[src/rtl/shift_issue_queue_if.sv]
// Operand-in and result-out valid/ready streams of the shift issue queue.
interface shift_issue_queue_if;
  logic        in_valid;
  logic        in_ready;
  logic [15:0] in_a;
  logic [15:0] in_b;
  logic        out_valid;
  logic        out_ready;
  logic [15:0] out_data;
  logic        out_ovf;

  // Master drives operands and consumes results; slave is the queue itself.
  modport master (
    output in_valid, in_a, in_b, out_ready,
    input  in_ready, out_valid, out_data, out_ovf
  );

  modport slave (
    input  in_valid, in_a, in_b, out_ready,
    output in_ready, out_valid, out_data, out_ovf
  );
endinterface

[src/rtl/shift_issue_queue.sv]
// FIFO of operand pairs feeding an external 16-bit right shifter, with a
// registered, back-pressurable result stage and a wrapping hand-off counter.
module shift_issue_queue #(
  parameter int DEPTH = 4,
  parameter int CNT_W = 16
) (
  input  logic                clk,
  input  logic                rst,
  shift_issue_queue_if.slave  bus,
  output logic [15:0]         sh_a,
  output logic [15:0]         sh_b,
  input  logic [15:0]         sh_out,
  output logic [CNT_W-1:0]    op_count
);

  localparam int PTR_W = (DEPTH > 1) ? $clog2(DEPTH) : 1;
  localparam logic [PTR_W:0] FULL = (PTR_W+1)'(DEPTH);

  logic [15:0]      mem_a [DEPTH];
  logic [15:0]      mem_b [DEPTH];
  logic [PTR_W-1:0] wptr;
  logic [PTR_W-1:0] rptr;
  logic [PTR_W:0]   count;
  logic             out_valid_q;
  logic [15:0]      out_data_q;
  logic             out_ovf_q;

  logic not_empty;
  logic push;
  logic load;
  logic hand_off;
  logic head_ovf;

  assign not_empty = (count != '0);
  assign bus.in_ready = (count != FULL);
  assign push     = bus.in_valid && bus.in_ready;
  assign load     = not_empty && (!out_valid_q || bus.out_ready);
  assign hand_off = out_valid_q && bus.out_ready;

  assign sh_a = not_empty ? mem_a[rptr] : 16'h0000;
  assign sh_b = not_empty ? mem_b[rptr] : 16'h0000;
  assign head_ovf = |sh_b[15:4];

  assign bus.out_valid = out_valid_q;
  assign bus.out_data  = out_data_q;
  assign bus.out_ovf   = out_ovf_q;

  // Storage is not reset; only pointers and count define which entries are live.
  always_ff @(posedge clk) begin
    if (push) begin
      mem_a[wptr] <= bus.in_a;
      mem_b[wptr] <= bus.in_b;
    end
  end

  always_ff @(posedge clk or posedge rst) begin
    if (rst) begin
      wptr  <= '0;
      rptr  <= '0;
      count <= '0;
    end else begin
      if (push) wptr <= wptr + 1'b1;
      if (load) rptr <= rptr + 1'b1;
      case ({push, load})
        2'b10:   count <= count + 1'b1;
        2'b01:   count <= count - 1'b1;
        default: count <= count;
      endcase
    end
  end

  // Amounts of 16 or more shift everything out, whatever the shifter returns.
  always_ff @(posedge clk or posedge rst) begin
    if (rst) begin
      out_valid_q <= 1'b0;
      out_data_q  <= 16'h0000;
      out_ovf_q   <= 1'b0;
      op_count    <= '0;
    end else begin
      if (load) begin
        out_data_q  <= head_ovf ? 16'h0000 : sh_out;
        out_ovf_q   <= head_ovf;
        out_valid_q <= 1'b1;
      end else if (hand_off) begin
        out_valid_q <= 1'b0;
      end
      if (hand_off) op_count <= op_count + 1'b1;
    end
  end

endmodule
[src/flat_wrapper.sv]
// flat-port wrapper written by rule: the top's interface ports become plain ports
module shift_issue_queue_flat 
#(
  parameter int DEPTH = 4,
  parameter int CNT_W = 16
)
  (clk, rst, sh_a, sh_b, sh_out, op_count, bus_in_valid, bus_in_a, bus_in_b, bus_out_ready, bus_in_ready, bus_out_valid, bus_out_data, bus_out_ovf);
  shift_issue_queue_if bus_i ();
  input  logic clk;
  input  logic rst;
  output logic [15:0] sh_a;
  output logic [15:0] sh_b;
  input  logic [15:0] sh_out;
  output logic [CNT_W-1:0] op_count;
  input wire logic [$bits(bus_i.in_valid)-1:0] bus_in_valid;
  input wire logic [$bits(bus_i.in_a)-1:0] bus_in_a;
  input wire logic [$bits(bus_i.in_b)-1:0] bus_in_b;
  input wire logic [$bits(bus_i.out_ready)-1:0] bus_out_ready;
  output wire logic [$bits(bus_i.in_ready)-1:0] bus_in_ready;
  output wire logic [$bits(bus_i.out_valid)-1:0] bus_out_valid;
  output wire logic [$bits(bus_i.out_data)-1:0] bus_out_data;
  output wire logic [$bits(bus_i.out_ovf)-1:0] bus_out_ovf;
  assign bus_i.in_valid = bus_in_valid;
  assign bus_i.in_a = bus_in_a;
  assign bus_i.in_b = bus_in_b;
  assign bus_i.out_ready = bus_out_ready;
  assign bus_in_ready = bus_i.in_ready;
  assign bus_out_valid = bus_i.out_valid;
  assign bus_out_data = bus_i.out_data;
  assign bus_out_ovf = bus_i.out_ovf;
  shift_issue_queue #(.DEPTH(DEPTH), .CNT_W(CNT_W)) u_core (.clk(clk), .rst(rst), .bus(bus_i), .sh_a(sh_a), .sh_b(sh_b), .sh_out(sh_out), .op_count(op_count));
endmodule
[config.mk]
export PLATFORM = sky130hd
export DESIGN_NAME = shift_issue_queue_flat
export DESIGN_NICKNAME = d
export VERILOG_FILES = /design/src/rtl/shift_issue_queue_if.sv /design/src/rtl/shift_issue_queue.sv /design/src/flat_wrapper.sv
export SDC_FILE = /design/constraint.sdc
export NUM_CORES = 1
export LEC_CHECK = 0
export CAP_MARGIN = 30
export CORE_MARGIN = 4
export CORE_UTILIZATION = 25
export CTS_CLUSTER_DIAMETER = 100
export CTS_CLUSTER_SIZE = 28
export DETAILED_ROUTE_END_ITERATION = 8
export GPL_ROUTABILITY_DRIVEN = 0
export SYNTH_ARGS = -nofsm -noshare
export SYNTH_HDL_FRONTEND = slang
export SYNTH_SLANG_ARGS = --single-unit
[constraint.sdc]
create_clock -name clk -period 6.23 [get_ports clk]
set_input_delay 1.246 -clock clk [delete_from_list [all_inputs] [get_ports clk]]
set_output_delay 1.246 -clock clk [all_outputs]
set_load 0.05 [all_outputs]
==> flow_summary.json <==
{
  "cts_num_sinks": 169,
  "hold_viol_final": 0,
  "final_common_cell": "edfxtp_1",
  "layout-drive-gt1-share_pct": 14.8,
  "status": "completed",
  "ioPinCount": 119,
  "diodes": 0,
  "ff_latch_area_mm2": 0.00487,
  "grt_setup_unrepaired": "false",
  "post_cts_buffers": 0,
  "filler_cell_count": 2468,
  "grt_overflow": 0,
  "dieWidth_um": 171,
  "avgViaCountPerCell": 4.31,
  "ant_nets": 0,
  "reg2reg_depth": 11,
  "worst_pin_slew_ns": 0.927,
  "routed_wl_um": 14400,
  "dr.pass1.iters": 4,
  "synth-seq-cells": 169,
  "crit_type": "reg2out",
  "synthCells": 344,
  "grt_pass1_vias": 3996,
  "cellPowerDensity_mw_per_mm2": 519,
  "drtIter0Drc": 175,
  "slew-limit-headroom_pct": 38.2,
  "synth_area_mm2": 0.00664,
  "cts_max_path_buffers": 2,
  "report.final.slew_viol_count": 0,
  "numCtsBuffers": 17,
  "max_freq_mhz": 239,
  "cts_tree": "built",
  "final.setup.tns_ns": 0,
  "fin_crit_ns": 4.18,
  "seq_area_frac_synth_pct": 73.4,
  "die-height_um": 171,
  "coreArea_mm2": 0.0261,
  "cts_root_buf": "clkbuf_16",
  "fin_crit_sh_pct": 67.1,
  "ys_types": 29,
  "antenna_found_initial": 1,
  "vdd_ir_drop_max_uv": 373,
  "critPathCaptureType": "primary output",
  "port_buffers": 118,
  "cts_resized": 0,
  "drc": 0,
  "required_ns": 4.98,
  "hold_class": "reg2reg",
  "fin_nets": 532,
  "synth_nets": 403,
  "clk_pin_slew_ns": 0.07,
  "multi_input_area_mm2": 0.00164,
  "leakage_nw": 3.11,
  "cts_hold_buf": 0,
  "most-common-layout-cells": "edfxtp_1 (128), clkdlybuf4s50_1 (118), dfrtp_1 (39), nor2b_1 (33), mux4_2 (24)",
  "clk_latency_ns": 0.42,
  "grt_pass1_wl_um": 22100,
  "holdPathStages": 1,
  "finalClockSkew_ns": 0.0108,
  "num_vias": 3540,
  "start_util_pct": 25.5,
  "area_growth_pct": 33.6,
  "yosys_warnings": 0,
  "path_max_fanout": 20,
  "fp-row-count": 59,
  "finalSetupViolations": 0,
  "dp_hpwl_um": 9230,
  "wire_per_inst_um": 17.6,
  "avgSynthCellArea_um2": 19.3,
  "arrival_ns": 2.94,
  "grt_use_total_pct": 10.1,
  "crit_path_start_kind": "flop",
  "h-tree-depth": 4,
  "die_area_mm2": 0.0292,
  "fin_util_pct": 34.0,
  "grt_max_degree": 42,
  "drv_cap": 0
}
power by group:
group / internal [mW] / total (mW) / leakage (nW) / switching [mW]
combinational: 0.735 / 1.90 / 1.12 / 1.16
sequential: 1.45 / 1.61 / 1.71 / 0.156
clock: 0.642 / 1.10 / 0.288 / 0.458
total: 2.83 / 4.60 / 3.11 / 1.77
synthesized netlist by cell type:
cell type | number | area share [%]
nand4_1 | 5 | 0.47
mux4_2 | 24 | 8.1
nand2_1 | 7 | 0.40
and3_1 | 5 | 0.47
nand2b_1 | 1 | 0.094
buf_6 | 2 | 0.34
xnor2_1 | 15 | 2.0
dfrtp_1 | 41 | 15
ha_1 | 6 | 1.1
mux4_1 | 8 | 3.2
buf_12 | 2 | 0.60
mux2_2 | 2 | 0.34
and4_1 | 3 | 0.40
inv_1 | 8 | 0.45
or2_2 | 1 | 0.094
nor4_1 | 1 | 0.094
nor2b_1 | 33 | 3.1
nor2_1 | 7 | 0.40
fa_1 | 1 | 0.30
mux2i_1 | 1 | 0.15
nand3_1 | 6 | 0.45
nor4_2 | 1 | 0.19
edfxtp_1 | 128 | 58
clkbuf_1 | 4 | 0.23
nor3_1 | 4 | 0.30
buf_1 | 2 | 0.11
a22o_1 | 16 | 2.1
xor2_1 | 6 | 0.79
buf_2 | 4 | 0.30
per-layer routing:
layer  global-route usage [%]  vias up  routed length (um)
met5                        0        -                   7
met4                     2.45        2                 125
met3                     3.86       11                1020
met2                     17.4      100                7030
met1                     12.0     1827                6240
li1                         -     1600                   -
per-stage QoR:
stage	total power [mW]	hold WS, ns	area (um^2)	std cells	worst slack (ns)
2_1_floorplan	2.88	0.460	6640	344	3.05
3_3_place_gp	3.49	0.464	8160	785	2.12
3_5_place_dp	3.54	0.491	8190	787	2.40
4_1_cts	4.67	0.505	8810	819	1.94
5_1_grt	4.83	0.511	8860	821	1.85
6_report	4.60	0.496	8860	821	2.05
worst paths after layout:
path | startpoint | endpoint | slack [ns]
worst max register to register | u_core.count[2] | u_core.count[2] | 3.26
worst max-delay path | u_core.rptr[0] | sh_b[6] | 2.05
worst min register to register | u_core.op_count[15] | u_core.op_count[15] | 0.50
max in group asynchronous | rst | u_core.rptr[0] | 4.54
worst min-delay path | u_core.op_count[15] | u_core.op_count[15] | 0.50
min in group asynchronous | rst | u_core.bus.out_data[5] | 1.27
worst max-delay path: stages, from the launching register on:
cell and delay [ns]:
dfrtp_2 0.71, buf_12 0.27, mux4_1 0.62, nor2b_1 0.18
clkdlybuf4s50_1 0.72
state kept, by name (all words and copies together), names as in the netlist:
name / count
u_core.bus.out_data: 16
u_core.bus.out_ovf: 1
u_core.bus.out_valid: 1
u_core.count: 3
u_core.mem_a: 64
u_core.mem_b: 64
u_core.op_count: 16
u_core.rptr: 2
u_core.wptr: 2
cell families (layout without fill, tap and decap cells):
group	count (synthesis)	count (layout)	synth area share, %
XOR/XNOR	21	21	2.77
multiplexers	35	35	11.8
flip-flops	169	169	73.4
buffers and inverters	22	164	2.04
adder cells (fa/ha/maj)	7	7	1.43
AND/OR/NAND/NOR	74	74	6.47
AO/OA/AOI/OAI	16	16	2.11
final cells by class:
class                      instances  share of cell area (%)
sequential                       169                    55.0
multi-input combinational        153                    18.5
timing repair buffer             124                    14.5
clock buffer                      18                    4.84
tap                              335                    4.73
clock inverter                    14                    2.10
inverter                           8                   0.339
(Power assumes the default switching activity.)
